==> src/rtl/sipo_rx_pkg.sv <==
// Shared types and line-level constants for the serial frame receiver.
package sipo_rx_pkg;

  typedef enum logic [1:0] {
    IDLE   = 2'd0,
    DATA   = 2'd1,
    PARITY = 2'd2,
    STOP   = 2'd3
  } rx_state_t;

  localparam logic RX_START_BIT = 1'b1;
  localparam logic RX_STOP_BIT  = 1'b0;

endpackage

==> src/rtl/sipo_rx_shift.sv <==
// Data shift register for the frame receiver, with selectable bit ordering.
// With SIPO_RX_PARITY_EN defined it also keeps a running XOR of the shifted bits.
module sipo_rx_shift #(
  parameter int WIDTH     = 8,
  parameter bit MSB_FIRST = 1'b1
) (
  input  logic             clk,
  input  logic             reset,
  input  logic             shift_en,
  input  logic             bit_in,
`ifdef SIPO_RX_PARITY_EN
  input  logic             clear,
  output logic             parity,
`endif
  output logic [WIDTH-1:0] data
);

  always_ff @(posedge clk or posedge reset) begin
    if (reset) begin
      data <= '0;
    end else if (shift_en) begin
      // After WIDTH shifts the first bit sits at the far end chosen by MSB_FIRST
      if (MSB_FIRST) data <= {data[WIDTH-2:0], bit_in};
      else           data <= {bit_in, data[WIDTH-1:1]};
    end
  end

`ifdef SIPO_RX_PARITY_EN
  always_ff @(posedge clk or posedge reset) begin
    if (reset)         parity <= 1'b0;
    else if (clear)    parity <= 1'b0;
    else if (shift_en) parity <= parity ^ bit_in;
  end
`endif

endmodule

==> src/rtl/sipo_frame_rx.sv <==
// Serial frame receiver: start bit, WIDTH data bits, optional even parity, stop bit,
// delivered through a one-entry valid/ready buffer. Parity is enabled by SIPO_RX_PARITY_EN.
//
// state  | meaning
// IDLE   | waiting for a start bit (din = 1)
// DATA   | shifting in the WIDTH data bits
// PARITY | sampling the parity bit (SIPO_RX_PARITY_EN only)
// STOP   | sampling the stop bit, committing or discarding the word
module sipo_frame_rx
  import sipo_rx_pkg::*;
#(
  parameter int WIDTH     = 8,
  parameter bit MSB_FIRST = 1'b1
) (
  input  logic             clk,
  input  logic             reset,
  input  logic             din,
  output logic [WIDTH-1:0] dout,
  output logic             dout_valid,
  input  logic             dout_ready,
  output logic             busy,
  output logic             frame_err,
  output logic             overrun
);

  localparam int CW = $clog2(WIDTH + 1);
  localparam logic [CW-1:0] LAST_BIT = CW'(WIDTH - 1);

  rx_state_t        state;
  logic [CW-1:0]    cnt;
  logic [WIDTH-1:0] shift_data;
  logic             frame_good;
  logic             commit;
  logic             handshake;

`ifdef SIPO_RX_PARITY_EN
  logic parity_run;
  logic parity_bad;
`endif

  sipo_rx_shift #(
    .WIDTH     (WIDTH),
    .MSB_FIRST (MSB_FIRST)
  ) u_shift (
    .clk      (clk),
    .reset    (reset),
    .shift_en (state == DATA),
    .bit_in   (din),
`ifdef SIPO_RX_PARITY_EN
    .clear    (state == IDLE),
    .parity   (parity_run),
`endif
    .data     (shift_data)
  );

  always_comb begin
    frame_good = (din == RX_STOP_BIT);
`ifdef SIPO_RX_PARITY_EN
    frame_good = frame_good && !parity_bad;
`endif
    commit    = (state == STOP) && frame_good;
    handshake = dout_valid && dout_ready;
  end

  always_ff @(posedge clk or posedge reset) begin
    if (reset) begin
      state      <= IDLE;
      cnt        <= '0;
      busy       <= 1'b0;
      frame_err  <= 1'b0;
      dout       <= '0;
      dout_valid <= 1'b0;
      overrun    <= 1'b0;
`ifdef SIPO_RX_PARITY_EN
      parity_bad <= 1'b0;
`endif
    end else begin
      frame_err <= 1'b0;
      case (state)
        IDLE: begin
          cnt  <= '0;
          busy <= (din == RX_START_BIT);
          if (din == RX_START_BIT) state <= DATA;
        end
        DATA: begin
          busy <= 1'b1;
          cnt  <= cnt + CW'(1);
          if (cnt == LAST_BIT) begin
`ifdef SIPO_RX_PARITY_EN
            state <= PARITY;
`else
            state <= STOP;
`endif
          end
        end
`ifdef SIPO_RX_PARITY_EN
        PARITY: begin
          busy       <= 1'b1;
          parity_bad <= parity_run ^ din;
          state      <= STOP;
        end
`endif
        STOP: begin
          // busy stays high for the cycle after the stop edge
          busy  <= 1'b1;
          state <= IDLE;
          if (!frame_good) frame_err <= 1'b1;
        end
        default: state <= IDLE;
      endcase

      // A handshake on the commit edge frees the slot, so the new word wins
      if (commit) begin
        if (!dout_valid || handshake) begin
          dout       <= shift_data;
          dout_valid <= 1'b1;
          if (handshake) overrun <= 1'b0;
        end else begin
          overrun <= 1'b1;
        end
      end else if (handshake) begin
        dout_valid <= 1'b0;
        overrun    <= 1'b0;
      end
    end
  end

endmodule

==> config.mk <==
export PLATFORM = sky130hd
export DESIGN_NAME = sipo_frame_rx
export DESIGN_NICKNAME = d
export VERILOG_FILES = /design/src/rtl/sipo_rx_pkg.sv /design/src/rtl/sipo_rx_shift.sv /design/src/rtl/sipo_frame_rx.sv
export SDC_FILE = /design/constraint.sdc
export NUM_CORES = 1
export LEC_CHECK = 0
export ABC_CLOCK_PERIOD_IN_PS = 2860
export CAP_MARGIN = 30
export CORE_MARGIN = 2
export CORE_UTILIZATION = 47
export DETAILED_ROUTE_END_ITERATION = 8
export HOLD_SLACK_MARGIN = 0.15
export PLACE_DENSITY = 0.69
export SKIP_LAST_GASP = 1
export SYNTH_ARGS = -nofsm -noshare
export SYNTH_HDL_FRONTEND = slang
export SYNTH_SLANG_ARGS = --single-unit
==> constraint.sdc <==
create_clock -name clk -period 2.86 [get_ports clk]
set_input_delay 0.715 -clock clk [delete_from_list [all_inputs] [get_ports clk]]
set_output_delay 0.715 -clock clk [all_outputs]
set_load 0.02 [all_outputs]
### Yosys cells after proc, flatten, opt, wreduce, memory -nomap -nowiden

Cells that the tools add are included.

* bits in registers: 26
* output and inout port bits: 12
* logic and storage cells: 41

* add/sub/neg operators: 1
* equality and inequality tests: 6
* muxes and demuxes: 13
* bitwise gates (word level): 1
* reductions and logical operators: 12

Operators with widths (count)
* $mux W1: 8
* $pmux W4 S2: 1
* $reduce_and A2 Y1: 3
* $reduce_bool A2 Y1: 3
* $add A4 B1 Y4 const B: 1
* $eq A4 B3 Y1 const B: 1
* $mux W2: 2
* $ne A2 B2 Y1 const B: 2
* $pmux W2 S2: 1
* $eq A2 B1 Y1 const B: 1
* $eq A2 B2 Y1 const B: 1
* $logic_and A1 B1 Y1: 2
* $logic_not A2 Y1: 1
* $ne A2 B1 Y1 const B: 1
* $pmux W1 S2: 1
* $reduce_or A2 Y1: 1
* $logic_not A1 Y1: 1
* $logic_or A1 B1 Y1: 1
* $not A1 Y1: 1

### Longest topological paths before layout

Gate-level depths: netlist (run 1).

* depth after elaboration: 4
* mapped depth: 4

### By module

A second synthesis (run 1) with hierarchy kept.

* cell total of the unflattened synthesis: 75
* area, all modules: 1062.3 µm²

Modules (own cells, without submodules)
* sipo_frame_rx: instances 1, cells an instance 57, area each 726.9 µm², sequential area each 450.4 µm²
* sipo_rx_shift: instances 1, cells an instance 18, area each 335.3 µm², sequential area each 200.2 µm²

### Worst setup path before layout (run 1)

Ideal clock, no wire load.

* path type: input to register
* from: in din
* to: reg dout[0]
* arrival: 1.502 ns
* required time: 2.735 ns
* setup slack: 1.234 ns
* stages on the path: 3
* path buffers: 0
* path through: nand3b_2 a21oi_4 mux2_2

* cells in the longest elaborated chain, start to end: 3

RTL lines
* start: declaration: RTL line sipo_frame_rx.sv:17 `input logic din,`
* $not A1 Y1: RTL line sipo_frame_rx.sv:57 `frame_good = (din == RX_STOP_BIT);`
* $logic_and A1 B1 Y1: RTL line sipo_frame_rx.sv:61 `commit = (state == STOP) && frame_good;`
* $reduce_and A2 Y1 (no source line)
* end signal: assignment: RTL line sipo_frame_rx.sv:115 `dout <= shift_data;`
* end: declaration: RTL line sipo_frame_rx.sv:18 `output logic [WIDTH-1:0] dout,`

Every way passes these cells.
A chain may end at the register's enable or synchronous reset.

### Final worst setup path (run 1)

* from: reg dout_valid
* to: out dout_valid

RTL lines
* start: declaration: RTL line sipo_frame_rx.sv:19 `output logic dout_valid,`
* start signal: assignment: RTL line sipo_frame_rx.sv:72 `dout_valid <= 1'b0;`
* start signal: assignment: RTL line sipo_frame_rx.sv:116 `dout_valid <= 1'b1;`
* start signal: assignment: RTL line sipo_frame_rx.sv:122 `dout_valid <= 1'b0;`

No word-level cell between the ends.

==> flow_metrics.env, run 1 <==
export IMPL_status="complete, no violations"
export IMPL_worst_path_stages=1
export IMPL_antennaDiodeCount=0
export IMPL_fin_util_pct=62.9
export IMPL_grt_max_degree=27
export IMPL_critPathKind="reg2out"
export IMPL_maxSlewViolCount=0
export IMPL_wl_um=1580
export IMPL_endpoint="dout_valid"
export IMPL_netlist_top_cells_count="dfrtp_1 (26), mux2_2 (15), inv_1 (7), nand2_1 (7), o21ai_0 (5)"
export IMPL_drive_above_1_share_pct=22.9
export IMPL_routabilityCongestion=0.685
export IMPL_leakagePower_nw=0.559
export IMPL_critPathBufInv=1
export IMPL_die_h_um=50.7
export IMPL_critPathSlowestCell="clkdlybuf4s50_1"
export IMPL_layout_nets=102
export IMPL_finalNonFillerCells=123
export IMPL_worstSetupStartpointType="register"
export IMPL_power_switching_mw=0.452
export IMPL_period_share_pct=74.6
export IMPL_cts_tree="yes"
export IMPL_grt_pass1_wl_um=2770
export IMPL_reg2reg_slack_ps=1270
export IMPL_vias_per_cell=5.08
export IMPL_cp_required_ps=2140
export IMPL_whs_ps=494
export IMPL_final_area_um2=1260
export IMPL_synth_edf_count=0
export IMPL_async_flop_share_pct=100
export IMPL_worstRegToRegCells=2
export IMPL_clockBufferDepth=2
export IMPL_maxCapViolCount=0
export IMPL_worstPathMaxFanout=5
export IMPL_synth_cells=78
export IMPL_yosys_warnings=0
export IMPL_p_clk_share_pct=17.5
export IMPL_layout_setup_ws_ps=728
export IMPL_wl_per_cell_um=12.8
export IMPL_core_um2=2000
export IMPL_hold_violations=0
export IMPL_die_area_um2=2570
export IMPL_synthesis_area_um2=1020
export IMPL_yosys_area_top_type_share_pct=63.6
export IMPL_ys_types=19
export IMPL_startpoint="dout_valid$_DFFE_PP0P_"
export IMPL_vias=625
export IMPL_cts_htree_levels=1
export IMPL_crit_arrival_ps=1420
export IMPL_cts_setup_buffers=0
export IMPL_worstHoldPathType="reg2reg"
export IMPL_timing_slew_headroom_pct=65.7
export IMPL_crit_chain="clkdlybuf4s50_1"
export IMPL_seqPwrFrac_pct=46.3
export IMPL_rows=16
export IMPL_antenna_found_initial=0
export IMPL_power_internal_mw=0.949
export IMPL_yosysMostFrequentCell="dfrtp_1"
export IMPL_synth_flop_cell="dfrtp_1"
export IMPL_firstDrtPassIters=4
export IMPL_rr_startpoint="state[1]$_DFFE_PP0P_"
export IMPL_fin_skew_ps=2.76
export IMPL_worstMarginPinSlew_ps=514
export IMPL_ant_nets=0
export IMPL_synth_nets=83
export IMPL_ys_seq_area_share_pct=63.6
export IMPL_dp_cells=119
export IMPL_fillers=164
export IMPL_grt_use_total_pct=14.6
export IMPL_clock_latency_ps=310
export IMPL_clockRootBuffer="clkbuf_4"
export IMPL_setup_tns_ps=0
export IMPL_place_ws_ps=662
export IMPL_switching_share_pct=32.2
export IMPL_crit_path_max_incr_delay_ps=640
export IMPL_ys_seq_elements=26
export IMPL_yosys_area_top_type="dfrtp_1"
export IMPL_holdBufCountCts=0
export IMPL_avgSynthCellArea_um2=13.1
export IMPL_area_growth_pct=23.0
export IMPL_power_density_nw_per_um2=1110
export IMPL_fmax_mhz=469
export IMPL_dp_hpwl_um=1080
export IMPL_ir_drop_mv=0.529
export IMPL_cp_end_kind="output port"
export IMPL_grt_ovfl_total=0
export IMPL_p_total_mw=1.40
export IMPL_cts_sinks=26
export IMPL_power_frac_comb_pct=36.2
export IMPL_pin_count=16
export IMPL_port_buffers=15
export IMPL_die_w_um=50.7
export IMPL_cpLargestDelayFamily="buffers and inverters"
export IMPL_r2r_end="u_shift.data[2]$_DFFE_PP0N_"
export IMPL_numCtsBuffers=3
export IMPL_initial_core_util_pct=51.1
export IMPL_cts_repair_resized=0
export IMPL_synthTopCellsByArea="dfrtp_1 (64%), mux2_2 (17%), inv_1 (2.6%)"
export IMPL_setup_violations=0
export IMPL_rsz0062_at_grt="no"
export IMPL_min_period_ps=2130
export IMPL_postPlaceCellArea_um2=1210
export IMPL_clkTransAtPathRegs_ps=130
export IMPL_first_global_vias=631
export IMPL_drc=0
export IMPL_drt_iter0_drc=11
==> flip-flops by register name (all words and copies together), names as in the netlist <==
name,cells
overrun,1
state,2
dout,8
busy,1
frame_err,1
u_shift.data,8
dout_valid,1
cnt,4
==> power by group through the flow <==
stage                     sequential [mW]  clock (mW)  combinational, mW
final                               0.648       0.246              0.507
after global routing                0.676       0.267              0.558
after CTS                           0.650       0.255              0.516
after detailed placement            0.657           0              0.514
after global placement              0.651           0              0.501
after floorplan                     0.704           0              0.271
==> worst min-delay path by stage <==
| stage | from | end | slack [ps] | cells past startpoint |
|---|---|---|---|---|
| after floorplan | cnt[3]$_DFFE_PP0P_ | state[1]$_DFFE_PP0P_ | 450 | 1 |
| after global placement | cnt[3]$_DFFE_PP0P_ | state[1]$_DFFE_PP0P_ | 470 | 1 |
| after detailed placement | cnt[3]$_DFFE_PP0P_ | state[1]$_DFFE_PP0P_ | 480 | 1 |
| after CTS | cnt[3]$_DFFE_PP0P_ | state[1]$_DFFE_PP0P_ | 500 | 1 |
| after global routing | cnt[3]$_DFFE_PP0P_ | state[1]$_DFFE_PP0P_ | 510 | 1 |
| final | cnt[3]$_DFFE_PP0P_ | state[1]$_DFFE_PP0P_ | 490 | 1 |
==> cell usage in the layout (no fill, tap or decap) <==
cell type,n
a21oi_4,1
nand3b_2,1
nor3_1,1
o211ai_1,1
nor3b_1,1
clkbuf_4,3
or3_1,1
a21oi_1,3
buf_4,1
nand2_1,7
inv_1,7
o21ai_0,5
nand2b_1,1
clkdlybuf4s50_1,15
and3_1,1
mux2_2,15
ha_1,1
dfrtp_1,26
a41oi_1,1
bufinv_16,1
nand3_1,3
==> cells by family (layout without fill, tap and decap cells) <==
| family | after synthesis | count (layout) | synth area share [%] |
|---|---|---|---|
| multiplexers | 15 | 15 | 16.5 |
| AO/OA/AOI/OAI | 11 | 11 | 7.09 |
| adder cells (fa/ha/maj) | 1 | 1 | 1.22 |
| buffers and inverters | 9 | 27 | 3.42 |
| AND/OR/NAND/NOR | 16 | 16 | 8.19 |
| flip-flops | 26 | 26 | 63.6 |
==> final cells by class <==
| cell class | count | area, µm² | area share (%) |
|---|---|---|---|
| inverters | 7 | 26.3 | 2.09 |
| repair buffers | 16 | 158 | 12.5 |
| clock buffers | 3 | 22.5 | 1.79 |
| well taps | 27 | 33.8 | 2.68 |
| clock inverters | 1 | 30.0 | 2.39 |
| flip-flops and latches | 26 | 651 | 51.7 |
| multi-input cells | 43 | 338 | 26.8 |
==> layer usage <==
metal / wire (µm) / GRT usage [%] / up-vias
met5: 0 / 0 / -
met4: 15 / 8.11 / 0
met3: 54 / 2.68 / 2
met2: 725 / 21.7 / 10
met1: 780 / 20.2 / 308
li1: - / - / 305
No activity file was read; power rests on OpenSTA's default activity.
==> inputs of run 2 (changes only) <==
--- a/config.mk
+++ b/config.mk
@@ -5,13 +5,13 @@
 export SDC_FILE = /design/constraint.sdc
 export NUM_CORES = 1
 export LEC_CHECK = 0
-export ABC_CLOCK_PERIOD_IN_PS = 2860
+export ABC_CLOCK_PERIOD_IN_PS = 1960
 export CAP_MARGIN = 30
 export CORE_MARGIN = 2
-export CORE_UTILIZATION = 47
+export CORE_UTILIZATION = 46
 export DETAILED_ROUTE_END_ITERATION = 8
 export HOLD_SLACK_MARGIN = 0.15
-export PLACE_DENSITY = 0.69
+export PLACE_DENSITY = 0.71
 export SKIP_LAST_GASP = 1
 export SYNTH_ARGS = -nofsm -noshare
 export SYNTH_HDL_FRONTEND = slang
==> constraint.sdc (replaced) <==
create_clock -name clk -period 1.96 [get_ports clk]
set_input_delay 0.49 -clock clk [delete_from_list [all_inputs] [get_ports clk]]
set_output_delay 0.49 -clock clk [all_outputs]
set_load 0.02 [all_outputs]
==> run 2 against run 1 <==
  * Sequential power grew 44%
  * Worst hold slack better by 2.2 ps
  * Clock skew down 1.5 ps
  * Register-to-register slack got worse by 740 ps
  * Non-clock buffer count is 1 higher
  * Critical path type unchanged
  * Critical endpoint is now dout[4]
  * Largest cell class unchanged
==> flow_metrics.env, run 2 (synthesis gave the netlist of run 1 again) <==
export IMPL_maxCapViolCount=0
export IMPL_status="complete, no violations"
export IMPL_firstDrtPassIters=4
export IMPL_clockBufferDepth=2
export IMPL_fillers=172
export IMPL_cts_htree_levels=1
export IMPL_worstHoldPathType="reg2reg"
export IMPL_wl_um=1520
export IMPL_area_growth_pct=22.5
export IMPL_r2r_end="cnt[3]$_DFFE_PP0P_"
export IMPL_ir_drop_mv=0.686
export IMPL_worstPathMaxFanout=2
export IMPL_vias_per_cell=5.02
export IMPL_critPathBufInv=1
export IMPL_final_cell_mix="dfrtp_1 (26), mux2_2 (15), clkdlybuf4s50_1 (14)"
export IMPL_ant_nets=0
export IMPL_worstRegToRegCells=3
export IMPL_dp_cells=121
export IMPL_crit_chain="clkdlybuf4s50_1"
export IMPL_cpLargestDelayFamily="buffers and inverters"
export IMPL_drive_above_1_share_pct=23.7
export IMPL_cp_end_kind="output port"
export IMPL_layout_setup_ws_ps=173
export IMPL_crit_arrival_ps=1300
export IMPL_setup_violations=0
export IMPL_grt_pass1_wl_um=2570
export IMPL_min_period_ps=1790
export IMPL_postPlaceCellArea_um2=1210
export IMPL_cts_tree="yes"
export IMPL_cts_sinks=26
export IMPL_pin_count=16
export IMPL_worstMarginPinSlew_ps=498
export IMPL_crit_path_max_incr_delay_ps=600
export IMPL_clockRootBuffer="clkbuf_4"
export IMPL_place_ws_ps=1.64
export IMPL_port_buffers=15
export IMPL_antenna_found_initial=0
export IMPL_clock_latency_ps=310
export IMPL_die_w_um=51.2
export IMPL_reg_largest_list="dout (8), u_shift.data (8), cnt (4)"
export IMPL_first_global_vias=612
export IMPL_hold_path_cell_count=1
export IMPL_die_h_um=51.2
export IMPL_reg2reg_slack_ps=530
export IMPL_min_from="cnt[3]$_DFFE_PP0P_"
export IMPL_fmax_mhz=559
export IMPL_clkTransAtPathRegs_ps=130
export IMPL_core_um2=2150
export IMPL_grt_use_total_pct=13.4
export IMPL_fin_skew_ps=1.24
export IMPL_final_area_um2=1250
export IMPL_wl_per_cell_um=12.2
export IMPL_rows=17
export IMPL_hold_violations=0
export IMPL_worstHoldEndpoint="state[1]$_DFFE_PP0P_"
export IMPL_maxSlewViolCount=0
export IMPL_cts_setup_buffers=0
export IMPL_drt_iter0_drc=9
export IMPL_dp_hpwl_um=1050
export IMPL_leakagePower_nw=0.576
export IMPL_rsz0062_at_grt="no"
export IMPL_layout_nets=103
export IMPL_cp_required_ps=1470
export IMPL_grt_max_degree=27
export IMPL_p_total_mw=1.95
export IMPL_power_density_nw_per_um2=1560
export IMPL_worstSetupStartpointType="register"
export IMPL_initial_core_util_pct=47.6
export IMPL_critPathSlowestCell="clkdlybuf4s50_1"
export IMPL_grt_ovfl_total=0
export IMPL_period_share_pct=91.2
export IMPL_finalNonFillerCells=125
export IMPL_numCtsBuffers=3
export IMPL_die_area_um2=2620
export IMPL_layout_commonest_cell="dfrtp_1"
export IMPL_critPathKind="reg2out"
export IMPL_rr_startpoint="state[1]$_DFFE_PP0P_"
export IMPL_setup_tns_ps=0
export IMPL_timing_slew_headroom_pct=66.8
export IMPL_drc=0
export IMPL_antennaDiodeCount=0
export IMPL_routabilityCongestion=0.704
export IMPL_vias=628
## run 2: changes by cell type in the layout (fill, tap and decap cells not counted), sizes merged
cell	previous run	this run
buf	1	2
dlymetal6s2s	0	1
clkbuf	3	4
clkdlybuf4s50	15	14
bufinv	1	0
## run 2: repair_timing
action	in CTS	in global routing
setup endpoints to repair	0	1
hold buffers	0	0
resized for setup	0	1
## run 2: metrics by stage
| stage | utilization (%) | hold slack, ps |
|---|---|---|
| floorplan | - | 446 |
| global placement | 56.6 | 464 |
| detailed placement | 56.6 | 477 |
| CTS | 58.2 | 495 |
| global route | 58.4 | 523 |
| finish | 58.4 | 497 |
## run 2: worst register-to-register path: cells and delay by family (launching register included)
kind          cells  cell delay, ps
flops             1             460
simple gates      3             920
## run 2: area by class of cell
type / instances / area [µm²] / area share [%]
Tap cell: 28 / 35.0 / 2.79
Sequential cell: 26 / 651 / 51.9
Clock buffer: 4 / 36.3 / 2.89
Inverter: 7 / 26.3 / 2.10
Multi-Input combinational cell: 43 / 338 / 26.9
Timing Repair Buffer: 17 / 168 / 13.4
## run 2: routing by layer
| layer | share of wire (%) | GRT usage (%) | wire length (µm) | vias up |
|---|---|---|---|---|
| met3 | 3.3 | 1.75 | 50 | 4 |
| met4 | 2.5 | 9.46 | 38 | 0 |
| met5 | 0 | 0 | 0 | - |
| li1 | - | - | - | 307 |
| met2 | 45 | 19.7 | 685 | 15 |
| met1 | 49 | 18.3 | 745 | 302 |
## run 2: worst max path at each step
stage                                       from                   to  slack (ps)  cells after the start
final                        dout[4]$_DFFE_PP0P_              dout[4]         170                      1
after global routing            busy$_DFFE_PP0P_                 busy         110                      1
after CTS                 dout_valid$_DFFE_PP0P_           dout_valid          40                      1
after detailed placement                     din  dout[4]$_DFFE_PP0P_           2                      4
after global placement                       din  dout[2]$_DFFE_PP0P_          10                      4
after floorplan                              din  dout[0]$_DFFE_PP0P_         560                      3
## run 2: power breakdown
part / total, mW / internal [mW] / switching, mW
registers: 0.935 / 0.772 / 0.163
logic: 0.753 / 0.413 / 0.340
clock network: 0.265 / 0.114 / 0.152
total: 1.95 / 1.30 / 0.655
==> inputs of run 3 (changes only) <==
--- a/config.mk
+++ b/config.mk
@@ -5,13 +5,14 @@
 export SDC_FILE = /design/constraint.sdc
 export NUM_CORES = 1
 export LEC_CHECK = 0
+export ABC_AREA = 1
 export ABC_CLOCK_PERIOD_IN_PS = 1960
 export CAP_MARGIN = 30
 export CORE_MARGIN = 2
 export CORE_UTILIZATION = 46
 export DETAILED_ROUTE_END_ITERATION = 8
 export HOLD_SLACK_MARGIN = 0.15
-export PLACE_DENSITY = 0.71
+export PLACE_DENSITY = 0.7
 export SKIP_LAST_GASP = 1
 export SYNTH_ARGS = -nofsm -noshare
 export SYNTH_HDL_FRONTEND = slang
==> run 3 against run 2 <==
  * Register-to-register slack improved by 170 ps
  * Final area increased by 1.4%
  * Sequential share of layout area decreased by 0.72 points
  * Clock power decreased by 21%
==> flow_metrics.env, run 3 <==
export IMPL_antenna_found_initial=0
export IMPL_synth_nets=120
export IMPL_cts_setup_buffers=0
export IMPL_crit_chain="clkdlybuf4s50_1"
export IMPL_yosys_warnings=0
export IMPL_ys_types=17
export IMPL_cpLargestDelayFamily="buffers and inverters"
export IMPL_critPathSlowestCell="clkdlybuf4s50_1"
export IMPL_vias=740
export IMPL_holdBufCountCts=0
export IMPL_drt_iter0_drc=4
export IMPL_core_um2=2210
export IMPL_yosys_area_top_type_share_pct=60.3
export IMPL_crit_arrival_ps=1290
export IMPL_cp_required_ps=1470
export IMPL_setup_tns_ps=0
export IMPL_wl_per_cell_um=10.3
export IMPL_fmax_mhz=562
export IMPL_netlist_top_cells_count="nand2_1 (47), dfrtp_1 (26), inv_1 (9), nor2_1 (7)"
export IMPL_min_period_ps=1780
export IMPL_worstHoldPathType="reg2reg"
export IMPL_hold_violations=0
export IMPL_numCtsBuffers=3
export IMPL_crit_path_max_incr_delay_ps=610
export IMPL_fillers=204
export IMPL_layout_nets=139
export IMPL_ys_seq_area_share_pct=60.3
export IMPL_period_share_pct=90.8
export IMPL_drc=0
export IMPL_reg_largest_list="dout (8), u_shift.data (8), cnt (4)"
export IMPL_cts_htree_levels=1
export IMPL_status="complete, no violations"
export IMPL_layout_commonest_cell="nand2_1"
export IMPL_rsz0062_at_grt="no"
export IMPL_antennaDiodeCount=0
export IMPL_rows=17
export IMPL_drive_above_1_share_pct=11.4
export IMPL_setup_violations=0
export IMPL_die_h_um=52.4
export IMPL_final_area_um2=1270
export IMPL_clock_latency_ps=300
export IMPL_ant_nets=0
export IMPL_cp_end_kind="output port"
export IMPL_port_buffers=15
export IMPL_cts_sinks=26
export IMPL_grt_use_total_pct=15.5
export IMPL_die_area_um2=2750
export IMPL_timing_slew_headroom_pct=74.1
export IMPL_final_cell_mix="nand2_1 (47), dfrtp_1 (26), clkdlybuf4s50_1 (15)"
export IMPL_synth_flop_cell="dfrtp_1"
export IMPL_synth_edf_count=0
export IMPL_p_total_mw=1.97
export IMPL_power_density_nw_per_um2=1550
export IMPL_grt_max_degree=27
export IMPL_worstMarginPinSlew_ps=388
export IMPL_ys_seq_elements=26
export IMPL_routabilityCongestion=0.719
export IMPL_clockBufferDepth=2
export IMPL_clockRootBuffer="clkbuf_4"
export IMPL_synthTopCellsByArea="dfrtp_1 (60%), nand2_1 (16%), o21ai_2 (4.1%)"
export IMPL_yosysMostFrequentCell="nand2_1"
export IMPL_avgSynthCellArea_um2=9.38
export IMPL_cts_tree="yes"
export IMPL_async_flop_share_pct=100
export IMPL_die_w_um=52.4
export IMPL_first_global_vias=710
export IMPL_fin_skew_ps=2.55
export IMPL_worstPathMaxFanout=3
export IMPL_postPlaceCellArea_um2=1250
export IMPL_area_growth_pct=17.9
export IMPL_worstSetupStartpointType="register"
export IMPL_synthesis_area_um2=1080
export IMPL_cts_repair_resized=0
export IMPL_critPathKind="reg2out"
export IMPL_dp_hpwl_um=1200
export IMPL_firstDrtPassIters=4
export IMPL_clkTransAtPathRegs_ps=130
export IMPL_yosys_area_top_type="dfrtp_1"
export IMPL_maxCapViolCount=0
export IMPL_synth_cells=115
export IMPL_leakagePower_nw=0.627
export IMPL_maxSlewViolCount=0
export IMPL_grt_ovfl_total=0
export IMPL_fin_util_pct=57.5
export IMPL_pin_count=16
export IMPL_wl_um=1650
export IMPL_initial_core_util_pct=48.8
export IMPL_ir_drop_mv=0.882
export IMPL_vias_per_cell=4.63
export IMPL_grt_pass1_wl_um=3080
export IMPL_critPathBufInv=1
==> run 3: cell count changes after synthesis, sizes merged, moves of 2 or more <==
cell and change:
nor2 +10, o21ai +4, mux2 -15, a21oi -3
nand2 +41, nand3 +2, inv +4
==> run 3: kinds of logic after synthesis <==
kind of cell / after synthesis / share of synthesized area, %
DFF: 26 / 60.3
adders and majority gates: 1 / 1.16
and+or+nand+nor: 65 / 26.2
buffers and inverters: 13 / 5.92
AOI/OAI and AO/OA: 10 / 6.38
==> run 3: layout make-up <==
type	instances	area [µm²]	area share, %
sequential	26	651	51.2
multi-input combinational	76	364	28.6
timing repair buffer	16	158	12.4
inverter	11	41.3	3.25
tap	28	35.0	2.76
clock buffer	3	22.5	1.77
==> run 3: per-stage QoR <==
stage                     std cells  worst slack [ps]  hold WS, ps
final                           160               181          481
after global placement          157               334          456
after global routing            160               129          497
after CTS                       160               167          483
after detailed placement        157               311          452
after floorplan                 115               915          442
==> run 3: power breakdown <==
group | total [mW] | internal, mW | switching, mW | leakage [nW]
Clock | 0.210 | 0.0716 | 0.138 | 0.0138
Combinational | 0.828 | 0.356 | 0.472 | 0.288
Sequential | 0.933 | 0.765 | 0.168 | 0.325
Total | 1.97 | 1.19 | 0.778 | 0.627
==> run 3: worst paths after layout <==
| check | cells after the start | slack (ps) | to | start |
|---|---|---|---|---|
| setup / recovery | 1 | 180 | dout_valid | dout_valid$_DFFE_PP0P_ |
| hold / removal | 2 | 480 | dout[3]$_DFFE_PP0P_ | u_shift.data[3]$_DFFE_PP0N_ |
| setup reg to reg | 4 | 700 | dout[5]$_DFFE_PP0P_ | state[1]$_DFFE_PP0P_ |
| hold reg to reg | 2 | 480 | dout[3]$_DFFE_PP0P_ | u_shift.data[3]$_DFFE_PP0N_ |
| max in group asynchronous | 3 | 1200 | u_shift.data[7]$_DFFE_PP0N_ | reset |
| min in group asynchronous | 3 | 520 | dout[1]$_DFFE_PP0P_ | reset |
==> run 3: per-layer routing <==
layer  wire length, µm  track usage, %
met5                 0               0
met4                17            5.98
met3                57            3.43
met2               738            22.9
met1               833            21.9
